$ cat src/rtl/mem_fill_arbiter_if.sv
// Signal bundle between I/D caches, main memory and mem_fill_arbiter.
// slave is the arbiter's view; master is the caches/memory side.
interface mem_fill_arbiter_if #(
  parameter int ADDR_W = 16,
  parameter int DATA_W = 16,
  parameter int IDX_W  = 3
);
  logic              i_miss;
  logic [ADDR_W-1:0] i_miss_addr;
  logic              d_miss;
  logic [ADDR_W-1:0] d_miss_addr;
  logic              d_wr_req;
  logic [ADDR_W-1:0] d_wr_addr;
  logic [DATA_W-1:0] d_wr_data;

  logic              mem_en;
  logic              mem_wr;
  logic [ADDR_W-1:0] mem_addr;
  logic [DATA_W-1:0] mem_wdata;
  logic [DATA_W-1:0] mem_rdata;
  logic              mem_rvalid;

  logic              fill_we;
  logic              fill_sel;
  logic [IDX_W-1:0]  fill_word_idx;
  logic [DATA_W-1:0] fill_data;
  logic              i_fill_done;
  logic              d_fill_done;
  logic              d_wr_done;

  modport slave (
    input  i_miss, i_miss_addr, d_miss, d_miss_addr,
    input  d_wr_req, d_wr_addr, d_wr_data,
    input  mem_rdata, mem_rvalid,
    output mem_en, mem_wr, mem_addr, mem_wdata,
    output fill_we, fill_sel, fill_word_idx, fill_data,
    output i_fill_done, d_fill_done, d_wr_done
  );

  modport master (
    output i_miss, i_miss_addr, d_miss, d_miss_addr,
    output d_wr_req, d_wr_addr, d_wr_data,
    output mem_rdata, mem_rvalid,
    input  mem_en, mem_wr, mem_addr, mem_wdata,
    input  fill_we, fill_sel, fill_word_idx, fill_data,
    input  i_fill_done, d_fill_done, d_wr_done
  );
endinterface

$ cat src/rtl/mem_fill_arbiter.sv
// Miss/fill controller: arbitrates D-miss > D-store > I-miss onto one memory port and
// streams a block back into the chosen cache; done = 1 + (WORDS_PER_BLOCK-1) + L cycles after request.
module mem_fill_arbiter #(
  parameter int ADDR_W          = 16,
  parameter int DATA_W          = 16,
  parameter int WORDS_PER_BLOCK = 8,
  parameter int IDX_W           = 3
) (
  input logic               clk,
  input logic               rst_n,
  mem_fill_arbiter_if.slave bus
);

  typedef enum logic [1:0] {
    IDLE  = 2'd0,
    FILL  = 2'd1,
    WRITE = 2'd2
  } state_t;

  localparam logic [ADDR_W-1:0] BLOCK_MASK  = ~(ADDR_W'(2 * WORDS_PER_BLOCK - 1));
  localparam logic [IDX_W:0]    BLOCK_WORDS = (IDX_W + 1)'(WORDS_PER_BLOCK);
  localparam logic [IDX_W:0]    LAST_IDX    = (IDX_W + 1)'(WORDS_PER_BLOCK - 1);
  localparam logic [IDX_W:0]    CNT_ONE     = (IDX_W + 1)'(1);

  state_t            state;
  logic              selD;
  logic [ADDR_W-1:0] base;
  logic [IDX_W:0]    issueCnt;
  logic [IDX_W:0]    retCnt;

  logic              memEn;
  logic              memWr;
  logic [ADDR_W-1:0] memAddr;
  logic [DATA_W-1:0] memWdata;
  logic              wrDone;

  logic              fillWe;
  logic              lastWord;

  // base is block aligned, so OR-ing the word offset never carries past the block
  function automatic logic [ADDR_W-1:0] wordAddr(input logic [ADDR_W-1:0] blk,
                                                 input logic [IDX_W:0]    cnt);
    return blk | ADDR_W'({cnt[IDX_W-1:0], 1'b0});
  endfunction

  always_ff @(posedge clk) begin
    if (!rst_n) begin
      state    <= IDLE;
      selD     <= 1'b0;
      base     <= '0;
      issueCnt <= '0;
      retCnt   <= '0;
      memEn    <= 1'b0;
      memWr    <= 1'b0;
      memAddr  <= '0;
      memWdata <= '0;
      wrDone   <= 1'b0;
    end else begin
      memEn    <= 1'b0;
      memWr    <= 1'b0;
      memAddr  <= '0;
      memWdata <= '0;
      wrDone   <= 1'b0;
      case (state)
        IDLE: begin
          if (bus.d_miss) begin
            state    <= FILL;
            selD     <= 1'b1;
            base     <= bus.d_miss_addr & BLOCK_MASK;
            memEn    <= 1'b1;
            memAddr  <= bus.d_miss_addr & BLOCK_MASK;
            issueCnt <= CNT_ONE;
            retCnt   <= '0;
          end else if (bus.d_wr_req) begin
            state    <= WRITE;
            memEn    <= 1'b1;
            memWr    <= 1'b1;
            memAddr  <= bus.d_wr_addr;
            memWdata <= bus.d_wr_data;
            wrDone   <= 1'b1;
          end else if (bus.i_miss) begin
            state    <= FILL;
            selD     <= 1'b0;
            base     <= bus.i_miss_addr & BLOCK_MASK;
            memEn    <= 1'b1;
            memAddr  <= bus.i_miss_addr & BLOCK_MASK;
            issueCnt <= CNT_ONE;
            retCnt   <= '0;
          end
        end
        FILL: begin
          // issueCnt counts reads already placed on the registered memory port
          if (issueCnt < BLOCK_WORDS) begin
            memEn    <= 1'b1;
            memAddr  <= wordAddr(base, issueCnt);
            issueCnt <= issueCnt + CNT_ONE;
          end
          if (fillWe) begin
            retCnt <= retCnt + CNT_ONE;
            if (lastWord) begin
              state <= IDLE;
            end
          end
        end
        WRITE: begin
          state <= IDLE;
        end
        default: begin
          state <= IDLE;
        end
      endcase
    end
  end

  // Returned words are forwarded in the cycle they arrive so done lines up with the last rvalid
  assign fillWe   = (state == FILL) && bus.mem_rvalid;
  assign lastWord = fillWe && (retCnt == LAST_IDX);

  assign bus.mem_en        = memEn;
  assign bus.mem_wr        = memWr;
  assign bus.mem_addr      = memAddr;
  assign bus.mem_wdata     = memWdata;
  assign bus.d_wr_done     = wrDone;

  assign bus.fill_we       = fillWe;
  assign bus.fill_sel      = fillWe && selD;
  assign bus.fill_word_idx = fillWe ? retCnt[IDX_W-1:0] : '0;
  assign bus.fill_data     = fillWe ? bus.mem_rdata : '0;
  assign bus.i_fill_done   = lastWord && !selD;
  assign bus.d_fill_done   = lastWord && selD;

endmodule
$ cat src/flat_wrapper.sv
// flat-port wrapper written by rule: the top's interface ports become plain ports
module mem_fill_arbiter_flat 
#(
  parameter int ADDR_W          = 16,
  parameter int DATA_W          = 16,
  parameter int WORDS_PER_BLOCK = 8,
  parameter int IDX_W           = 3
)
  (clk, rst_n, bus_i_miss, bus_i_miss_addr, bus_d_miss, bus_d_miss_addr, bus_d_wr_req, bus_d_wr_addr, bus_d_wr_data, bus_mem_rdata, bus_mem_rvalid, bus_mem_en, bus_mem_wr, bus_mem_addr, bus_mem_wdata, bus_fill_we, bus_fill_sel, bus_fill_word_idx, bus_fill_data, bus_i_fill_done, bus_d_fill_done, bus_d_wr_done);
  mem_fill_arbiter_if #(.ADDR_W(ADDR_W), .DATA_W(DATA_W), .IDX_W(IDX_W)) bus_i ();
  input logic clk;
  input logic rst_n;
  input wire logic [$bits(bus_i.i_miss)-1:0] bus_i_miss;
  input wire logic [$bits(bus_i.i_miss_addr)-1:0] bus_i_miss_addr;
  input wire logic [$bits(bus_i.d_miss)-1:0] bus_d_miss;
  input wire logic [$bits(bus_i.d_miss_addr)-1:0] bus_d_miss_addr;
  input wire logic [$bits(bus_i.d_wr_req)-1:0] bus_d_wr_req;
  input wire logic [$bits(bus_i.d_wr_addr)-1:0] bus_d_wr_addr;
  input wire logic [$bits(bus_i.d_wr_data)-1:0] bus_d_wr_data;
  input wire logic [$bits(bus_i.mem_rdata)-1:0] bus_mem_rdata;
  input wire logic [$bits(bus_i.mem_rvalid)-1:0] bus_mem_rvalid;
  output wire logic [$bits(bus_i.mem_en)-1:0] bus_mem_en;
  output wire logic [$bits(bus_i.mem_wr)-1:0] bus_mem_wr;
  output wire logic [$bits(bus_i.mem_addr)-1:0] bus_mem_addr;
  output wire logic [$bits(bus_i.mem_wdata)-1:0] bus_mem_wdata;
  output wire logic [$bits(bus_i.fill_we)-1:0] bus_fill_we;
  output wire logic [$bits(bus_i.fill_sel)-1:0] bus_fill_sel;
  output wire logic [$bits(bus_i.fill_word_idx)-1:0] bus_fill_word_idx;
  output wire logic [$bits(bus_i.fill_data)-1:0] bus_fill_data;
  output wire logic [$bits(bus_i.i_fill_done)-1:0] bus_i_fill_done;
  output wire logic [$bits(bus_i.d_fill_done)-1:0] bus_d_fill_done;
  output wire logic [$bits(bus_i.d_wr_done)-1:0] bus_d_wr_done;
  assign bus_i.i_miss = bus_i_miss;
  assign bus_i.i_miss_addr = bus_i_miss_addr;
  assign bus_i.d_miss = bus_d_miss;
  assign bus_i.d_miss_addr = bus_d_miss_addr;
  assign bus_i.d_wr_req = bus_d_wr_req;
  assign bus_i.d_wr_addr = bus_d_wr_addr;
  assign bus_i.d_wr_data = bus_d_wr_data;
  assign bus_i.mem_rdata = bus_mem_rdata;
  assign bus_i.mem_rvalid = bus_mem_rvalid;
  assign bus_mem_en = bus_i.mem_en;
  assign bus_mem_wr = bus_i.mem_wr;
  assign bus_mem_addr = bus_i.mem_addr;
  assign bus_mem_wdata = bus_i.mem_wdata;
  assign bus_fill_we = bus_i.fill_we;
  assign bus_fill_sel = bus_i.fill_sel;
  assign bus_fill_word_idx = bus_i.fill_word_idx;
  assign bus_fill_data = bus_i.fill_data;
  assign bus_i_fill_done = bus_i.i_fill_done;
  assign bus_d_fill_done = bus_i.d_fill_done;
  assign bus_d_wr_done = bus_i.d_wr_done;
  mem_fill_arbiter #(.ADDR_W(ADDR_W), .DATA_W(DATA_W), .WORDS_PER_BLOCK(WORDS_PER_BLOCK), .IDX_W(IDX_W)) u_core (.clk(clk), .rst_n(rst_n), .bus(bus_i));
endmodule
$ cat config.mk
export PLATFORM = sky130hd
export DESIGN_NAME = mem_fill_arbiter_flat
export DESIGN_NICKNAME = d
export VERILOG_FILES = /design/src/rtl/mem_fill_arbiter_if.sv /design/src/rtl/mem_fill_arbiter.sv /design/src/flat_wrapper.sv
export SDC_FILE = /design/constraint.sdc
export NUM_CORES = 1
export LEC_CHECK = 0
export CAP_MARGIN = 20
export CELL_PAD_IN_SITES_DETAIL_PLACEMENT = 1
export CELL_PAD_IN_SITES_GLOBAL_PLACEMENT = 1
export CORE_MARGIN = 5
export CORE_UTILIZATION = 24
export DETAILED_ROUTE_END_ITERATION = 16
export PLACE_DENSITY_LB_ADDON = 0.1
export SLEW_MARGIN = 30
export SYNTH_ARGS = -nofsm -noshare
export SYNTH_HDL_FRONTEND = slang
export SYNTH_SLANG_ARGS = --single-unit
$ cat constraint.sdc
create_clock -name clk -period 1.52 [get_ports clk]
set_clock_uncertainty 0.1 [all_clocks]
set_input_delay 0.38 -clock clk [delete_from_list [all_inputs] [get_ports clk]]
set_output_delay 0.38 -clock clk [all_outputs]
set_load 0.05 [all_outputs]
# Word level (Yosys, flattened, before mapping)
# Cells that the tools add are included.
[word_totals]
register_bits = 61
in_bits = 86
output_inout_bits = 58
wordCells = 75
[classes]
add_sub_neg = 2
order_cmp = 1
n_eq_ne = 9
mux = 35
bitwise_logic = 4
n_reduce_logical = 15
[op_table]
columns = ["cell", "count"]
rows = [
  ["$mux 16", 8],
  ["$mux 4", 8],
  ["$pmux 16 s2", 1],
  ["$or 16x4->16", 1],
  ["$pmux 4 s2", 2],
  ["$mux 2", 5],
  ["$add 4x1->4 const B", 2],
  ["$mux 1", 8],
  ["$reduce_and 4->1", 2],
  ["$ne 2x1->1 const B", 3],
  ["$ne 3x3->1 const B", 2],
  ["$reduce_and 3->1", 2],
  ["$logic_and 1x1->1", 5],
  ["$eq 4x3->1 const B", 1],
  ["$lt 4x4->1 const B", 1],
  ["$ne 4x4->1 const B", 1],
  ["$pmux 2 s2", 1],
  ["$reduce_bool 2->1", 2],
  ["$reduce_or 4->1", 1],
  ["$mux 3", 1],
  ["$not 1->1", 3],
  ["$reduce_or 3->1", 1],
  ["$eq 2x1->1 const B", 1],
  ["$logic_not 2->1", 1],
  ["3 further kinds", 3],
]

# Logic depth before layout (Yosys ltp)
# Gate-level depths: netlist of the first run.
[logic_depth]
ltp_word = 6
ltp_mapped = 6
mapped_depth_nobuf = 4

# Worst setup path after synthesis of the first run
# OpenSTA, ideal clock, no wires.
[synth_path]
kind = "reg-to-output"
from = "reg u_core.retCnt[0]"
to = "out bus_d_fill_done"
t_arrival_ns = 1.739
required_time_ns = 1.040
path_slack_ns = -0.699
path_stages_with_launch = 4
cell_sequence = "dfxtp_1 ha_1 nand4b_1 nor3_1"
[synth_between]
elab_chain_len = 3
[synth_rtl]
columns = ["item", "line", "text"]
rows = [
  ["from (decl)", "mem_fill_arbiter.sv:29", "logic [IDX_W:0] retCnt;"],
  ["from (signal assigned)", "mem_fill_arbiter.sv:99", "retCnt <= retCnt + CNT_ONE;"],
  ["$eq 4x3->1", "mem_fill_arbiter.sv:117", "assign lastWord = fillWe && (retCnt == LAST_IDX);"],
  ["$logic_and 1x1->1", "mem_fill_arbiter.sv:117", ""],
  ["$logic_and 1x1->1", "mem_fill_arbiter.sv:130", "assign bus.d_fill_done = lastWord && selD;"],
  ["to (decl)", "flat_wrapper.sv:31", "output wire logic [$bits(bus_i.d_fill_done)-1:0] bus_d_fill_done;"],
]
# No other way between the ends.

# Worst setup path after layout of the first run
[layout_path]
from = "reg u_core.state[1]"
to = "out bus_fill_sel"
[layout_between]
elab_chain_len = 3
[layout_rtl]
columns = ["item", "line", "text"]
rows = [
  ["from (decl)", "mem_fill_arbiter.sv:25", "state_t state;"],
  ["from (signal assigned)", "mem_fill_arbiter.sv:48", "state <= IDLE;"],
  ["from (signal assigned)", "mem_fill_arbiter.sv:67", "state <= FILL;"],
  ["from (signal assigned)", "mem_fill_arbiter.sv:75", "state <= WRITE;"],
  ["$eq 2x1->1", "mem_fill_arbiter.sv:116", "assign fillWe = (state == FILL) && bus.mem_rvalid;"],
  ["$logic_and 1x1->1", "mem_fill_arbiter.sv:116", ""],
  ["$logic_and 1x1->1", "mem_fill_arbiter.sv:126", "assign bus.fill_sel = fillWe && selD;"],
  ["to (decl)", "flat_wrapper.sv:27", "output wire logic [$bits(bus_i.fill_sel)-1:0] bus_fill_sel;"],
]
# No other way between the ends.

==> impl_results.md, run 1 <==
* Post-route insts no fill at 539
* Initial Utilization at 24.6%
* Syn Nets at 320
* Initial antenna violation count at 0
* DRT Wirelength at 9.58 mm
* Yosys cell types at 49
* Slew Viols, Final at 0
* Pwr per Cell Area at 834 nW/um^2
* Hold-fix buffers, CTS at 0
* Vias in the first global route at 2,655
* FFs w/ async S/R, synth at 0%
* CTS tree: yes
* Vias after detailed routing at 2,495
* CP max FO at 6
* Site Rows at 36
* Layout Utilization at 53.4%
* Worst setup EP type: primary output
* Post-route ant nets at 0
* VDD IR max at 0.483 mV
* Clock Path Buffers at 2
* Relative slew slack at 73.6%
* Final worst-path cycle share at 129%
* FF+latch count, synth at 57
* Die height at 110 um
* Number of remaining DRC errors at 0
* Slew of the pin with the lowest slew margin at 0.385 ns
* Status: finished, violations left
* I/O pin count at 144
* First-pass GRT wire length at 14.5 mm
* Setup ws final at -0.447 ns
* Type of the worst setup path: flop to primary output
* RSZ-0062 raised after global routing: true
* H-tree depth at 3
* Syn_area_per_cell at 10.4 sq um
* Post-layout min period at 1.97 ns
* Clock Root Buffer: clkbuf_8
* Post-route setup TNS at -9.62 ns
* Core Region at 9770 sq um
* Post-synth EDFFs at 0
* DP HPWL at 6.88 mm
* Setup-failing EPs final at 26
* Warnings from Yosys at 0
* 1st-pass router iterations at 4
* HP Class: flop to flop
* Startpoint types: flop
* Largest net degree at the start of global routing at 23
* Die width at 110 um
* Dominant register cell in the synthesized netlist: dfxtp_1
* Seq/Total Area, Yosys at 47.4%
* Critical path required time at 1.04 ns
* Sink Count at 57
* GRT overflow at 0
* # fillers at 1,014
* Leakage at 0.00214 uW
* FMAX at 508 MHz
* Clk Latency, worst-skew pair at 0.33 ns
* Wire per inst at 17.8 um
* Die ar. at 12,100 sq um
* Critical Path AT at 1.49 ns
* NumNets Final at 490
* Vias per Instance at 4.63
* WHS at 0.361 ns
* Reg clk slew, reported paths at 0.06 ns
* Cells after DPL at 510
* Input/output buffers at 135
* RD Place Congestion at 0.716
* Total track usage at 15.9%
* Num CTS Buffers at 9
* Final Hold Vio Count at 0
* Syn-to-layout area delta at 117%
* 1st-iter DRT viols at 76
* Post-Syn Instances at 232
* Max Cap Viol at 0
* Share of cells above drive strength 1 at 40.9%
* Mapped Area at 2410 sq um
* Failing checks: negative setup slack
* # diodes at 0
==> cells in the mapped netlist, types with 3 or more instances <==
master,instances,share of area [%]
o21ai_0,3,0.62
buf_6,4,1.9
nor3_1,7,1.5
and3_1,17,4.4
a21oi_1,3,0.62
mux2i_1,3,1.2
dfxtp_1,57,47
nand2_1,17,2.7
and2_1,21,5.5
buf_2,4,0.83
nand4bb_1,9,4.2
buf_4,3,0.94
a21oi_2,9,3.3
clkbuf_1,10,1.6
a221o_1,9,3.7
a22o_1,3,1.1
a31o_1,9,3.3
==> layout by cell type (no fill, tap or decap), types with 3 or more instances in the layout <==
cell and count:
a21oi_1 3, a21oi_2 5, a21oi_4 4, a221o_1 9, a22o_1 3, a31o_1 9
and2_4 20, and3_1 17, buf_12 62, buf_16 3, buf_4 28, buf_6 7
clkbuf_8 11, clkdlybuf4s50_1 73, dfxtp_1 53, dlygate4sd2_1 4, mux2i_1 3, nand2_1 17
nand4bb_1 9, nor3_1 4, o21ai_0 3
==> stage by stage <==
stage | cell area [sq um] | total power [uW] | setup slack [ns]
after floorplan | 2530 | 2200 | -0.198
after global placement | 4730 | 2840 | -0.534
after detailed placement | 4730 | 2850 | -0.569
after CTS | 5120 | 4390 | -0.451
after global routing | 5220 | 4570 | -0.500
final | 5220 | 4350 | -0.447
==> logic make-up (layout without fill, tap and decap cells) <==
logic type	after synthesis	in the layout	synth area share [%]
flip-flops	57	57	47.4
AO/OA/AOI/OAI	51	51	17.9
AND/OR/NAND/NOR	90	91	24.6
multiplexers	5	5	2.18
XOR/XNOR	3	3	1.09
adder cells (fa/ha/maj)	2	2	1.04
buffers and inverters	24	197	5.72
==> per-layer routing <==
layer  vias to the layer above  part of all wire (%)  track usage [%]
li1                       1196                     -                -
met1                      1212                    44             20.0
met5                         -                     0                0
met3                         7                   6.5             4.43
met2                        80                    49             26.4
met4                         0                  0.97             5.19
==> report_power, final <==
group | leakage (uW) | total, uW | switching (uW) | internal, uW
sequential | 0.000469 | 1650 | 69.7 | 1580
clock | 0.000102 | 1420 | 588 | 832
combinational | 0.00157 | 1280 | 576 | 704
total | 0.00214 | 4350 | 1230 | 3120
==> area by class of cell <==
type	instances	area (sq um)	area share [%]
Multi-Input combinational cell	152	1280	24.6
Tap cell	133	166	3.19
Clock inverter	3	40.0	0.767
Timing Repair Buffer	180	2410	46.2
Inverter	2	7.51	0.144
Clock buffer	12	155	2.97
Sequential cell	57	1150	22.1
==> worst paths after layout <==
| check | slack, ns | startpoint | cells after the start | endpoint |
|---|---|---|---|---|
| worst max register to register | -0.01 | u_core.state[1] | 5 | u_core.bus.mem_addr[5] |
| worst min-delay path | 0.36 | u_core.base[4] | 2 | u_core.base[4] |
| worst min register to register | 0.36 | u_core.base[4] | 2 | u_core.base[4] |
| worst max-delay path | -0.45 | u_core.state[1] | 5 | bus_fill_sel |
==> worst max-delay path, cell delays in order, from the launching register on <==
cell,delay [ns]
dfxtp_2,0.34
and3b_2,0.25
buf_12,0.14
buf_12,0.12
and2_4,0.15
buf_12,0.14
==> what timing repair did <==
| action | CTS | global route |
|---|---|---|
| buffers inserted | 6 | 2 |
| endpoints found under the setup margin | 37 | 43 |
| gates cloned | 5 | 1 |
| pin swaps | 11 | 12 |
| gates resized for setup | 19 | 18 |
==> state kept, by name, summed over array words and instances, names as in the netlist <==
register              flops
u_core.base              12
u_core.bus.d_wr_done      1
u_core.bus.mem_addr      16
u_core.bus.mem_en         1
u_core.bus.mem_wdata     16
u_core.issueCnt           4
u_core.retCnt             4
u_core.selD               1
u_core.state              2
(Power assumes the default switching activity.)
==> inputs of run 2 (changes only) <==
--- a/config.mk
+++ b/config.mk
@@ -11,6 +11,7 @@
 export CORE_MARGIN = 5
 export CORE_UTILIZATION = 24
 export DETAILED_ROUTE_END_ITERATION = 16
+export HOLD_SLACK_MARGIN = 0.03
 export PLACE_DENSITY_LB_ADDON = 0.1
 export SLEW_MARGIN = 30
 export SYNTH_ARGS = -nofsm -noshare
==> results of run 2 <==
The final DEF is identical to that of run 1; final timing and power are the same.
==> inputs of run 3 (changes only) <==
--- a/config.mk
+++ b/config.mk
@@ -13,6 +13,7 @@
 export DETAILED_ROUTE_END_ITERATION = 16
 export HOLD_SLACK_MARGIN = 0.03
 export PLACE_DENSITY_LB_ADDON = 0.1
+export SKIP_LAST_GASP = 1
 export SLEW_MARGIN = 30
 export SYNTH_ARGS = -nofsm -noshare
 export SYNTH_HDL_FRONTEND = slang
==> run 3 against run 2 <==
Compared with the run above:
- the flow still finishes with violations (negative setup slack)
- maximum frequency up 0.50%
- global-route usage down 0.28 points
- combinational power barely moved
- count of clock-buffer cells in the layout stayed put
- sequential share of layout area grew 0.13 points
- non-clock buffer count is 1 lower
- critical path type unchanged
==> impl_results.md, run 3 (same netlist as run 1, synthesis figures left out) <==
* Slew Viols, Final at 0 (unchanged)
* Largest net degree at the start of global routing at 23 (unchanged)
* Failing checks: negative setup slack
* 1st-pass router iterations at 4 (unchanged)
* Post-route insts no fill at 538 (-0.19%)
* Vias per Instance at 4.62 (-0.22%)
* H-tree depth at 3 (unchanged)
* Initial Utilization at 24.6% (unchanged)
* Final worst-path cycle share at 129% (-0.65 points)
* WHS at 0.361 ns (+0.000176 ns)
* Cells after DPL at 510 (unchanged)
* Die ar. at 12,100 sq um (unchanged)
* Fin area at 5190 sq um (-0.58%)
* Post-route ant nets at 0 (unchanged)
* Post-route setup TNS at -9.52 ns (+0.103 ns)
* Num CTS Buffers at 9 (unchanged)
* # fillers at 1,022 (+0.79%)
* DP HPWL at 6.88 mm (unchanged)
* Die height at 110 um (unchanged)
* Startpoint types: flop
* Clock Path Buffers at 2 (unchanged)
* R2r worst-path depth at 5 (unchanged)
* Input/output buffers at 135 (unchanged)
* Most common cell after layout, fill and taps aside: clkdlybuf4s50_1
* Clk Latency, worst-skew pair at 0.33 ns (about the same)
* CP max FO at 6 (unchanged)
* Wire per inst at 17.4 um (-2.0%)
* Total track usage at 15.7% (-0.28 points)
* Hold-fix buffers, CTS at 0 (unchanged)
* Status: finished, violations left
* Core Region at 9770 sq um (unchanged)
* RSZ-0062 raised after global routing: true
* Place WS at -0.569 ns (unchanged)
* I/O pin count at 144 (unchanged)
* Clock Root Buffer: clkbuf_8
* Reg clk slew, reported paths at 0.06 ns (about the same)
* Slew of the pin with the lowest slew margin at 0.402 ns (+0.0168 ns)
* Sink Count at 57 (unchanged)
* HP Class: flop to flop
* Share of cells above drive strength 1 at 40.5% (-0.39 points)
* NumNets Final at 489 (-0.20%)
* Number of remaining DRC errors at 0 (unchanged)
* RD Place Congestion at 0.716 (unchanged)
* Initial antenna violation count at 0 (unchanged)
* Worst Hold Depth at 2 (unchanged)
* FMAX at 511 MHz (+0.50%)
* CTS tree: yes
* Dpl cell area at 4730 sq um (unchanged)
* Vias after detailed routing at 2,485 (-0.40%)
* Setup ws final at -0.437 ns (+0.00981 ns)
* Die width at 110 um (unchanged)
* Vias in the first global route at 2,635 (-0.75%)
* 1st-iter DRT viols at 61 (-20%)
* Syn-to-layout area delta at 116%
* Max Cap Viol at 0 (unchanged)
* # diodes at 0 (unchanged)
* VDD IR max at 0.483 mV (about the same)
* DRT Wirelength at 9.37 mm (-2.2%)
* Commonest cells after routing, fill and taps aside: 73 x clkdlybuf4s50_1, 62 x buf_12, 53 x dfxtp_1
* GRT overflow at 0 (unchanged)
* Leakage at 0.00213 uW (-0.55%)
* Critical Path AT at 1.48 ns (about the same)
* Pwr per Cell Area at 835 nW/um^2 (+0.13%)
* Relative slew slack at 72.5% (-1.1 points)
* Type of the worst setup path: flop to primary output
* First-pass GRT wire length at 14.2 mm (-2.0%)
* Critical path required time at 1.04 ns (about the same)
* Worst setup EP type: primary output
* Setup-failing EPs final at 26 (unchanged)
* Site Rows at 36 (unchanged)
* Final Hold Vio Count at 0 (unchanged)
* Post-layout min period at 1.96 ns (-0.00981 ns)
[run 3: cell count changes in the layout (fill, tap and decap cells not counted), sizes merged]
cell,delta
buf,-1
[run 3: through the flow]
step	power [uW]	utilization, %
after global placement	2840	48.4
after global routing	4550	53.1
after floorplan	2200	-
final	4330	53.1
after CTS	4380	52.3
after detailed placement	2850	48.4
[run 3: final timing paths]
| check | startpoint | to | slack (ns) |
|---|---|---|---|
| setup reg to reg | u_core.state[1] | u_core.bus.mem_addr[5] | -0.02 |
| hold / removal | u_core.base[4] | u_core.base[4] | 0.36 |
| hold reg to reg | u_core.base[4] | u_core.base[4] | 0.36 |
| setup / recovery | u_core.state[1] | bus_fill_sel | -0.44 |
[run 3: repair_timing]
action	in CTS	in global routing
pin swaps	10	2
buffers inserted	6	2
endpoints found under the setup margin	37	51
resized for setup	17	12
cloned	5	0
[run 3: metal layers]
| metal | track usage (%) | up-vias | share of wire (%) | wire length, um |
|---|---|---|---|---|
| li1 | - | 1193 | - | - |
| met1 | 19.5 | 1210 | 44 | 4080 |
| met2 | 26.2 | 75 | 49 | 4590 |
| met3 | 4.37 | 7 | 6.5 | 607 |
| met4 | 5.01 | 0 | 0.99 | 93 |
| met5 | 0 | - | 0 | 0 |
[run 3: layout make-up]
class | instances | area [sq um] | area share, %
timing repair buffer | 179 | 2390 | 46.1
multi-input combinational | 152 | 1280 | 24.6
sequential | 57 | 1150 | 22.2
tap | 133 | 166 | 3.21
clock buffer | 12 | 155 | 2.99
clock inverter | 3 | 40.0 | 0.772
inverter | 2 | 7.51 | 0.145
[run 3: worst max-delay path, stage by stage (launching register included)]
cell and delay (ns):
dfxtp_2 0.34, and3b_2 0.25, buf_12 0.14, buf_12 0.12
and2_4 0.15, buf_12 0.14
[run 3: power breakdown]
group          internal (uW)  switching [uW]  leakage [uW]
registers               1580            69.4      0.000469
clock network            832             588      0.000102
logic                    694             568       0.00156
